--- config.mk ---
export PLATFORM = sky130hd
export DESIGN_NAME = seq_0101_frame_tx
export DESIGN_NICKNAME = d
export VERILOG_FILES = /design/src/rtl/seq_0101_frame_tx.sv
export SDC_FILE = /design/constraint.sdc
export NUM_CORES = 1
export LEC_CHECK = 0
export BUFFER_PORTS_ARGS = -buffer_cell sky130_fd_sc_hd__clkbuf_2
export CORE_MARGIN = 4
export CORE_UTILIZATION = 34
export DETAILED_ROUTE_END_ITERATION = 16
export PLACE_DENSITY = 0.52
export RECOVER_POWER = 50
export SETUP_SLACK_MARGIN = 0.02
export SLEW_MARGIN = 10
export SYNTH_ARGS = -nofsm -noshare
export SYNTH_HDL_FRONTEND = slang
export SYNTH_SLANG_ARGS = --single-unit
--- constraint.sdc ---
create_clock -name clk -period 3 [get_ports clk]
set_input_delay 0.15 -clock clk [delete_from_list [all_inputs] [get_ports clk]]
set_output_delay 0.15 -clock clk [all_outputs]
set_load 0.005 [all_outputs]
--- src/rtl/seq_0101_frame_tx.sv ---
// seq_0101_frame_tx
// Serial frame transmitter for the 0101 sync-pattern link. Each accepted
// payload is sent MSB first as: SYNC_W sync bits, DATA_W payload bits, and
// one even-parity bit. The line idles at 1, so an overlapping 0101 detector
// downstream sees no false sync between frames. A start seen while the
// parity bit is on the line begins the next frame with no idle gap.
//
// Ports
//   clk    in   rising-edge clock
//   reset  in   synchronous active-high reset
//   start  in   frame request, taken only while ready=1
//   data   in   payload, captured in the cycle start is taken
//   ready  out  block can accept start this cycle (registered)
//   dout   out  serial line (registered)
//   busy   out  sync, data or parity bit is on dout (registered)
//   done   out  high for the single cycle the parity bit is on dout
module seq_0101_frame_tx #(
  parameter int                DATA_W = 8,
  parameter int                SYNC_W = 4,
  parameter logic [SYNC_W-1:0] SYNC   = 4'b0101
) (
  input  logic              clk,
  input  logic              reset,
  input  logic              start,
  input  logic [DATA_W-1:0] data,
  output logic              ready,
  output logic              dout,
  output logic              busy,
  output logic              done
);

  localparam int MAX_W = (SYNC_W > DATA_W) ? SYNC_W : DATA_W;
  localparam int CNT_W = $clog2(MAX_W) + 1;

  typedef enum logic [1:0] {
    ST_IDLE = 2'd0,
    ST_SYNC = 2'd1,
    ST_DATA = 2'd2,
    ST_PAR  = 2'd3
  } state_t;

  state_t              state_r, state_s;
  logic [DATA_W-1:0]   shreg_r, shreg_s;
  logic                par_r, par_s;
  logic [CNT_W-1:0]    cnt_r, cnt_s;
  logic                dout_r, dout_s;
  logic                busy_r, busy_s;
  logic                done_r, done_s;
  logic                ready_r, ready_s;

  // Even parity bit: 1 when the payload holds an odd number of ones.
  function automatic logic even_parity(input logic [DATA_W-1:0] d);
    return ^d;
  endfunction

  // Sync bit k of the pattern, counted from the MSB (k = 0 is sent first).
  function automatic logic sync_bit(input logic [CNT_W-1:0] k);
    logic b;
    b = 1'b1;
    for (int i = 0; i < SYNC_W; i++) begin
      if (k == CNT_W'(i)) begin
        b = SYNC[SYNC_W-1-i];
      end else begin
        b = b;
      end
    end
    return b;
  endfunction

  // Next-state and next-output logic. cnt_r holds how many bits of the
  // current field are already on the line, including the one showing now.
  always_comb begin
    state_s = state_r;
    shreg_s = shreg_r;
    par_s   = par_r;
    cnt_s   = cnt_r;
    dout_s  = 1'b1;
    busy_s  = 1'b0;
    done_s  = 1'b0;
    case (state_r)
      // IDLE and PAR both accept start and share identical next values.
      ST_IDLE, ST_PAR: begin
        if (start) begin
          state_s = ST_SYNC;
          shreg_s = data;
          par_s   = even_parity(data);
          cnt_s   = CNT_W'(1);
          dout_s  = sync_bit(CNT_W'(0));
          busy_s  = 1'b1;
        end else begin
          state_s = ST_IDLE;
        end
      end
      ST_SYNC: begin
        busy_s = 1'b1;
        if (cnt_r == CNT_W'(SYNC_W)) begin
          state_s = ST_DATA;
          dout_s  = shreg_r[DATA_W-1];
          shreg_s = shreg_r << 1;
          cnt_s   = CNT_W'(1);
        end else begin
          dout_s = sync_bit(cnt_r);
          cnt_s  = cnt_r + CNT_W'(1);
        end
      end
      ST_DATA: begin
        busy_s = 1'b1;
        if (cnt_r == CNT_W'(DATA_W)) begin
          state_s = ST_PAR;
          dout_s  = par_r;
          done_s  = 1'b1;
          cnt_s   = {CNT_W{1'b0}};
        end else begin
          dout_s  = shreg_r[DATA_W-1];
          shreg_s = shreg_r << 1;
          cnt_s   = cnt_r + CNT_W'(1);
        end
      end
      default: begin
        state_s = ST_IDLE;
      end
    endcase
    ready_s = (state_s == ST_IDLE) || (state_s == ST_PAR);
  end

  // State and output registers with synchronous reset.
  always_ff @(posedge clk) begin
    if (reset) begin
      state_r <= ST_IDLE;
      shreg_r <= {DATA_W{1'b0}};
      par_r   <= 1'b0;
      cnt_r   <= {CNT_W{1'b0}};
      dout_r  <= 1'b1;
      busy_r  <= 1'b0;
      done_r  <= 1'b0;
      ready_r <= 1'b1;
    end else begin
      state_r <= state_s;
      shreg_r <= shreg_s;
      par_r   <= par_s;
      cnt_r   <= cnt_s;
      dout_r  <= dout_s;
      busy_r  <= busy_s;
      done_r  <= done_s;
      ready_r <= ready_s;
    end
  end

  assign dout  = dout_r;
  assign busy  = busy_r;
  assign done  = done_r;
  assign ready = ready_r;

endmodule

# Word-level counts from Yosys, hierarchy flattened
# Index checks and enable logic that the tools add are counted.
# classes
n_mux	23
n_addsub	1
n_mul	0
order_cmp	0
n_reduce_logical	10
n_bitwise	1
eq_ne	12
shift	0
div	0
# ops
operator	count
$mux 8	3
$pmux 8 s3	1
$mux 4	3
$pmux 4 s3	1
$mux 1	10
$eq 4x2->1 const B	2
$reduce_xor 8->1	1
$eq 2x2->1 const B	3
$ne 2x2->1 const B	3
$pmux 2 s3	1
$reduce_or 2->1	3
$add 4x1->4 const B	1
$eq 4x1->1 const B	1
$eq 4x3->1 const B	1
$eq 4x4->1 const B	1
$logic_not 2->1	2
$logic_not 4->1	1
$mux 2	2
$pmux 1 s3	1
$reduce_and 3->1	1
$eq 2x1->1 const B	1
$pmux 1 s2	1
$reduce_and 2->1	1
$logic_or 1x1->1	1
$not 1->1	1
# word_totals
ram_bits	0
wordCells	55
input_bits	11
output_inout_bits	4
latch_bits	0
reg_bits	19
romBits	0
memories	0

# Depth between registers and ports, before layout
# Gate-level depths: netlist of the first run.
# logic_depth
ltp_word	7
depth_mapped	8
mapped_depth_nobuf	6

# Least setup slack after synthesis of the first run
# OpenSTA, ideal clock, no wires.
# synth_path
path_kind	register -> register
from	register cnt_r[0]
to	register dout_r (netlist: dout)
setup_ns	0.114
path_stages_with_launch	7
required_time_ns	2.886
path_buffers	0
period_less_slack_ns	1.655
slack_ns	1.345
arrival_ns	1.541
path_cell_list	dfxtp_1 -> inv_1 -> ha_1 -> nand3b_4 -> mux2_4 -> a221o_1 -> a21o_1
# synth_via
elab_chain_cells	7
elab_cells_between_ends	13
classes_between	5 x eq/ne; 7 x mux; 1 x reduce/logical
# synth_rtl
element	line_no	rtl
start: declaration	45	logic [CNT_W-1:0] cnt_r, cnt_s;
start signal: assignment	132	cnt_r <= {CNT_W{1'b0}};
start signal: assignment	141	cnt_r <= cnt_s;
$logic_not 4->1	61	if (k == CNT_W'(i)) begin
$mux 1 (4 in a row)	61	
$mux 1	96	if (cnt_r == CNT_W'(SYNC_W)) begin
$pmux 1 s3 *	80	case (state_r)
end signal: assignment	142	dout_r <= dout_s;
end: declaration	46	logic dout_r, dout_s;
# Mark *: on every way between the ends. The rest lies on a longest branch, timed or not.
# A chain may end at the register's enable or synchronous reset.

# Final worst setup path of the first run
# layout_path
from	register state_r[0]
to	register cnt_r[1]
# layout_via
elab_chain_cells	3
elab_cells_between_ends	7
classes_between	4 x eq/ne; 1 x mux; 2 x reduce/logical
# layout_rtl
element	line_no	rtl
start: declaration	42	state_t state_r, state_s;
start signal: assignment	138	state_r <= state_s;
$eq 2x2->1 / $logic_not 2->1 (equally long branches)	80	
$reduce_or 2->1	80	
$pmux 4 s3 / $ne 2x2->1 (equally long branches)	n/a	
# Several ways; a longest one is shown, not always the timed one.

==> impl_metrics.yaml, run 1 <==
outcome:
  result_of_the_run: "complete, no violations"
layout:
  final.fill_count: 334
  area_growth_pct: 6.615
  post_route_cells_drive_above_1_share_pct: 17.69
  finalNetCount: 148
  post-route-cell-area_um2: 1210
  num_antenna_cells: 0
  finish.utilization_pct: 38.68
logic_synthesis:
  synth_enable_flop_cells: 0
  share_of_the_synthesized_area_in_compound_gates_ao_oa_aoi_oai_pct: 24.37
  count_of_warnings_emitted_by_yosys: 0
  postSynthNetCount: 135
  synthesis.area_um2: 1135
  async_set_or_reset_register_ratio_after_synthesis_pct: 0
  syn-instance-count: 118
  ys_dominant_reg_cell: "sky130_fd_sc_hd__dfxtp_1"
  post_synth_and_or_nand_nor_area_fraction_pct: 15.10
  synth_xor_area_share_pct: 5.402
  synth-adder-area-share_pct: 6.615
  synth.mux.area_fraction_pct: 7.497
  synth.lib_cells_used.distinct: 45
  synth_seq_cells: 19
  yosysSeqAreaShare_pct: 33.52
  synthesized_area_per_cell_um2: 9.617
  main_combinational_cell_family_by_area_after_synthesis: "compound AO/OA/AOI/OAI gates"
floorplanning:
  die_height_um: 65.78
  rows: 20
  io_pins: 15
  die_width_um: 65.78
  initial_utilization_pct: 36.28
  die_area_um2: 4326
  floorplan.core_area_um2: 3128
critical_path:
  critical_path.reg2reg.startpoint: "state_r[0]"
  timing.reg2reg.setup_slack_ns: 0.83
  crit_type: "reg -> reg"
  timing.critical_path.fanout_max: 19
  worst-endpoint-required_ns: 3.17
  worst-endpoint-arrival_ns: 2.34
  rr_worst_depth: 6
  startpoint_type: "flop"
  regToRegEndpoint: "cnt_r[1]"
  timing.critical_path.to_type: "flop"
global_routing:
  vias_in_the_first_global_route: 819
  grt_start_max_net_pins: 20
  grt.overflow.total: 0
  grt_pass1_wl_um: 3815
  grtUsageTotal_pct: 11.49
  antenna_found_initial: 0
sta:
  timing.final.crit_share_pct: 72.21
  worst_clock_skew_ns: 0.01599
  worst-slew-pin-transition_ns: 0.9999
  tns_setup_ns: 0
  timing_max_transition_violations_final: 0
  hold_violations: 0
  fin_crit_ns: 2.166
  fmax_mhz: 461.6
  grt_setup_unrepaired: "no"
  finalSetupViolCount: 0
  slew_headroom_pct: 33.34
routing:
  detailroute.via_count: 868
  detail_route.vias_per_cell: 4.989
  route.final.wire_length_um: 2246
  wl_per_cell_um: 12.91
  detail_route.iter0.violations: 107
  antenna_left: 0
  drc: 0
  drt_pre_antenna_iters: 4
clock_network:
  worst_setup_hold_path_clk_slew_ns: 0.12
  post-cts-setup-buffer-count: 0
  cts_tree: "built"
  clock_tree.root_cell: "sky130_fd_sc_hd__clkbuf_4"
  htreeDepth: 1
  cts.sinks: 19
  cts_resized: 0
  cts_hold_buffers: 0
  cts-root-to-sink-buffers: 2
  clk_latency_ns: 0.30
  number_of_cts_inserted_buffers: 3
worst_hold_path:
  min_path_cells: 2
  min_path_type: "in -> reg"
  worst_min_delay_path_startpoint: "start"
  min_delay_worst_endpoint: "par_r"
power_and_ir_drop:
  power_density_nw_per_um2: 438.8
  power_w: 0.0005309
  ir_worst_vdd_v: 0.0001935
  power_leakage_nw: 0.4924
place:
  routability_congestion_estimate: 0.7363
  detailedPlacementHpwl_um: 1664
  port-buffer-count: 14
  placement.cell_area_um2: 1201
run:
  timing.max_cap.violations: 0
==> metrics by stage <==
stage / setup WS [ns] / hold WS [ns] / std cells
after global placement: 1.011 / 0.3998 / 170
after CTS: 0.9362 / 0.06021 / 174
final: 0.8337 / 0.07057 / 174
after global routing: 0.6917 / 0.05655 / 174
after floorplan: 1.345 / 0.2636 / 118
after detailed placement: 0.9738 / 0.4028 / 170
==> metal layers <==
layer	GRT usage, %	wire length (um)
met4	3.886	18
met5	0	0
met1	13.65	1051
met3	4.422	106
met2	18.77	1070
==> report_power, final <==
group          leakage, nW  switching, W  total [W]  internal [W]
Clock               0.0177     0.0000801   0.000130     0.0000496
Combinational        0.318     0.0000624   0.000117     0.0000549
Sequential           0.157     0.0000116   0.000284      0.000272
Total                0.492      0.000154   0.000531      0.000377
==> kinds of logic after synthesis <==
group | after synthesis
AO/OA/AOI/OAI | 39
multiplexers | 8
adder cells (fa/ha/maj) | 6
buffers and inverters | 12
flip-flops | 19
AND/OR/NAND/NOR | 27
XOR/XNOR | 7
==> registers in the layout, summed over array words and instances (netlist names) <==
signal	cells
shreg_r	8
cnt_r	4
state_r	2
busy	1
done	1
dout	1
par_r	1
ready	1
==> layout make-up <==
class / count / area (um2) / share of cell area (%)
Tap cell: 44 / 55.05 / 4.550
Multi-Input combinational cell: 87 / 656.9 / 54.29
Clock inverter: 1 / 5.005 / 0.4137
Timing Repair Buffer: 15 / 71.32 / 5.895
Sequential cell: 19 / 380.4 / 31.44
Inverter: 5 / 18.77 / 1.551
Clock buffer: 3 / 22.52 / 1.861
==> cell usage after synthesis (2+ instances only) <==
cell	instances	area (um2)
sky130_fd_sc_hd__nor3_1	2	10.01
sky130_fd_sc_hd__clkbuf_8	2	27.53
sky130_fd_sc_hd__ha_1	6	75.07
sky130_fd_sc_hd__xnor2_1	7	61.31
sky130_fd_sc_hd__nand2_1	3	11.26
sky130_fd_sc_hd__a21oi_1	13	65.06
sky130_fd_sc_hd__nand4b_1	2	17.52
sky130_fd_sc_hd__o21ai_0	3	15.01
sky130_fd_sc_hd__nand3_1	2	10.01
sky130_fd_sc_hd__o21a_1	2	15.01
sky130_fd_sc_hd__dfxtp_1	19	380.4
sky130_fd_sc_hd__mux2i_1	7	70.07
sky130_fd_sc_hd__inv_1	5	18.77
sky130_fd_sc_hd__nor2_1	6	22.52
sky130_fd_sc_hd__a211oi_1	7	52.55
sky130_fd_sc_hd__nor3b_1	2	15.01
sky130_fd_sc_hd__buf_6	2	22.52
==> how the worst max path moves through the flow <==
stage / startpoint / end / slack (ns) / cells after the start
3_5_place_dp: state_r[0] / shreg_r[1] / 0.97 / 6
3_3_place_gp: state_r[0] / shreg_r[7] / 1.01 / 6
4_1_cts: state_r[0] / shreg_r[2] / 0.94 / 6
2_1_floorplan: cnt_r[0] / dout / 1.35 / 6
6_report: state_r[0] / cnt_r[1] / 0.83 / 6
5_1_grt: state_r[0] / cnt_r[1] / 0.69 / 6
==> worst max-delay path, cell delays in order, from the launching register on <==
cell and delay [ns]:
sky130_fd_sc_hd__dfxtp_1 0.40, sky130_fd_sc_hd__inv_1 0.06, sky130_fd_sc_hd__ha_1 0.29, sky130_fd_sc_hd__clkbuf_1 0.75
sky130_fd_sc_hd__o21ba_1 0.29, sky130_fd_sc_hd__a32oi_1 0.20, sky130_fd_sc_hd__nor2_1 0.05
==> layout by cell type (no fill, tap or decap), types with 2 or more instances in the layout <==
cell / netlist / layout
sky130_fd_sc_hd__nand3b_1: 1 / 2
sky130_fd_sc_hd__ha_1: 6 / 6
sky130_fd_sc_hd__xnor2_1: 7 / 7
sky130_fd_sc_hd__inv_1: 5 / 5
sky130_fd_sc_hd__nor3b_1: 2 / 2
sky130_fd_sc_hd__nand4b_1: 2 / 2
sky130_fd_sc_hd__clkbuf_2: 0 / 12
sky130_fd_sc_hd__a211oi_1: 7 / 7
sky130_fd_sc_hd__nand2_1: 3 / 3
sky130_fd_sc_hd__nand3_1: 2 / 2
sky130_fd_sc_hd__mux2i_1: 7 / 7
sky130_fd_sc_hd__dfxtp_1: 19 / 19
sky130_fd_sc_hd__o21ai_0: 3 / 3
sky130_fd_sc_hd__a21oi_1: 13 / 13
sky130_fd_sc_hd__nor2_1: 6 / 6
sky130_fd_sc_hd__nor3_1: 2 / 2
sky130_fd_sc_hd__o21a_1: 2 / 2
sky130_fd_sc_hd__clkbuf_4: 0 / 3
sky130_fd_sc_hd__clkbuf_1: 1 / 3
Note: power is estimated with default switching activity, not from simulation.
==> inputs of run 2 (changes only) <==
clock period = 2.2 ns   (was 3 ns; I/O delays follow)
==> impl_metrics.yaml, run 2 (same netlist as run 1, synthesis figures left out) <==
outcome:
  result_of_the_run: "complete, no violations"
worst_hold_path:
  min_path_cells: 2
  min_delay_worst_endpoint: "par_r"
  worst_min_delay_path_startpoint: "start"
  min_path_type: "in -> reg"
layout:
  reg.largest.list: "shreg_r (8), cnt_r (4), state_r (2)"
  register_with_the_highest_flop_count: "shreg_r"
  final.fill_count: 331
  finalNetCount: 150
  multiInputGateArea_um2: 656.9
  area_growth_pct: 7.938
  largest_reg_flops: 8
  mostFrequentLayoutCells: "19 x sky130_fd_sc_hd__dfxtp_1, 13 x sky130_fd_sc_hd__a21oi_1, 13 x sky130_fd_sc_hd__clkbuf_2"
  seqCellArea_um2: 380.4
  layout_commonest_cell: "sky130_fd_sc_hd__dfxtp_1"
  post_route_cells_drive_above_1_share_pct: 18.94
  num_antenna_cells: 0
floorplanning:
  die_height_um: 65.78
  io_pins: 15
  floorplan.core_area_um2: 3128
  die_width_um: 65.78
  initial_utilization_pct: 36.28
  die_area_um2: 4326
  rows: 20
place:
  port-buffer-count: 14
  routability_congestion_estimate: 0.7218
  detailedPlacementHpwl_um: 1671
sta:
  finalSetupViolCount: 0
  hold-worst-slack_ns: 0.04664
  tns_setup_ns: 0
  timing_max_transition_violations_final: 0
  grt_setup_unrepaired: "no"
  fin_crit_ns: 1.820
  hold_violations: 0
  slew_headroom_pct: 68.30
  worst-slew-pin-transition_ns: 0.4755
  worst_clock_skew_ns: 0.001095
  timing.final.crit_share_pct: 82.73
  fmax_mhz: 549.4
critical_path:
  worst-endpoint-arrival_ns: 2.03
  timing.critical_path.to_type: "flop"
  crit_type: "reg -> reg"
  startpoint_type: "flop"
  timing.reg2reg.setup_slack_ns: 0.38
  worst-endpoint-required_ns: 2.41
  regToRegEndpoint: "dout"
  critical_path.reg2reg.startpoint: "cnt_r[0]"
  rr_worst_depth: 6
  timing.critical_path.fanout_max: 5
power_and_ir_drop:
  cell_internal_pwr_w: 0.0005195
  sw_frac_of_total_pct: 28.93
  power_leakage_nw: 0.5018
  power_w: 0.0007309
  sequential_power_share_pct: 52.9
  proportion_of_power_drawn_by_the_clock_network_pct: 24.9
  comb_power_share_pct: 22.2
  power.net_switching_w: 0.0002114
  power_density_nw_per_um2: 596.7
  ir_worst_vdd_v: 0.0002428
clock_network:
  htreeDepth: 1
  cts.sinks: 19
  worst_setup_hold_path_clk_slew_ns: 0.11
  cts_hold_buffers: 0
  clk_latency_ns: 0.30
  clock_tree.root_cell: "sky130_fd_sc_hd__clkbuf_4"
  cts-root-to-sink-buffers: 2
  cts_resized: 0
  cts_tree: "built"
  post-cts-setup-buffer-count: 0
  number_of_cts_inserted_buffers: 3
routing:
  route.final.wire_length_um: 2297
  detail_route.vias_per_cell: 5.080
  detailroute.via_count: 894
  wl_per_cell_um: 13.05
  detail_route.iter0.violations: 49
  drc: 0
  drt_pre_antenna_iters: 3
  antenna_left: 0
global_routing:
  vias_in_the_first_global_route: 880
  grt.overflow.total: 0
  antenna_found_initial: 0
  grtUsageTotal_pct: 12.26
  grt_pass1_wl_um: 4057
  grt_start_max_net_pins: 20
run:
  timing.max_cap.violations: 0
-- run 2: cell count changes in the layout (fill, tap and decap cells not counted), sizes merged --
cell	change
buf	+2
clkinv	-1
clkbuf	+1
-- run 2: power by group through the flow --
stage | clock, W | sequential (W) | combinational (W)
final | 0.000182 | 0.000387 | 0.000162
after global routing | 0.000206 | 0.000390 | 0.000183
after CTS | 0.000194 | 0.000387 | 0.000168
after detailed placement | 0 | 0.000395 | 0.000168
after global placement | 0 | 0.000394 | 0.000166
after floorplan | 0 | 0.000392 | 0.000134
-- run 2: worst max-delay path by stage --
stage	from	cells past startpoint	to	slack [ns]
floorplan	cnt_r[0]	6	dout	0.55
global placement	state_r[0]	6	shreg_r[4]	0.43
detailed placement	state_r[0]	6	shreg_r[1]	0.39
CTS	state_r[0]	6	shreg_r[1]	0.38
global route	state_r[0]	5	shreg_r[2]	0.25
finish	cnt_r[0]	6	dout	0.38
-- run 2: per-layer routing --
metal	routed length (um)	share of wire, %	vias to the layer above	track usage [%]
met5	0	0	-	0
met4	37	1.6	0	4.663
met3	98	4.3	5	4.252
met2	1075	47	13	20.15
met1	1085	47	421	14.58
li1	-	-	455	-
-- run 2: critical path, stage by stage, from the launching register on --
cell and delay [ns]:
sky130_fd_sc_hd__dfxtp_1 0.41, sky130_fd_sc_hd__inv_1 0.10, sky130_fd_sc_hd__ha_1 0.25, sky130_fd_sc_hd__nand3b_1 0.20
sky130_fd_sc_hd__mux2_4 0.32, sky130_fd_sc_hd__a221o_1 0.28, sky130_fd_sc_hd__a21o_1 0.17
-- run 2: cell type report --
| type | instances | share of cell area (%) |
|---|---|---|
| sequential | 19 | 31.05 |
| inverter | 5 | 1.532 |
| multi-input combinational | 87 | 53.63 |
| clock buffer | 4 | 2.145 |
| timing repair buffer | 17 | 7.150 |
| tap | 44 | 4.494 |
-- run 2: through the flow --
step	utilization (%)	setup slack (ns)	instances	cell area, um2
final	39.16	0.3798	176	1225
after CTS	39.72	0.3801	176	1242
after global placement	38.88	0.4313	172	1216
after detailed placement	38.88	0.3890	172	1216
after floorplan	-	0.5453	118	1135
after global routing	39.16	0.2468	176	1225
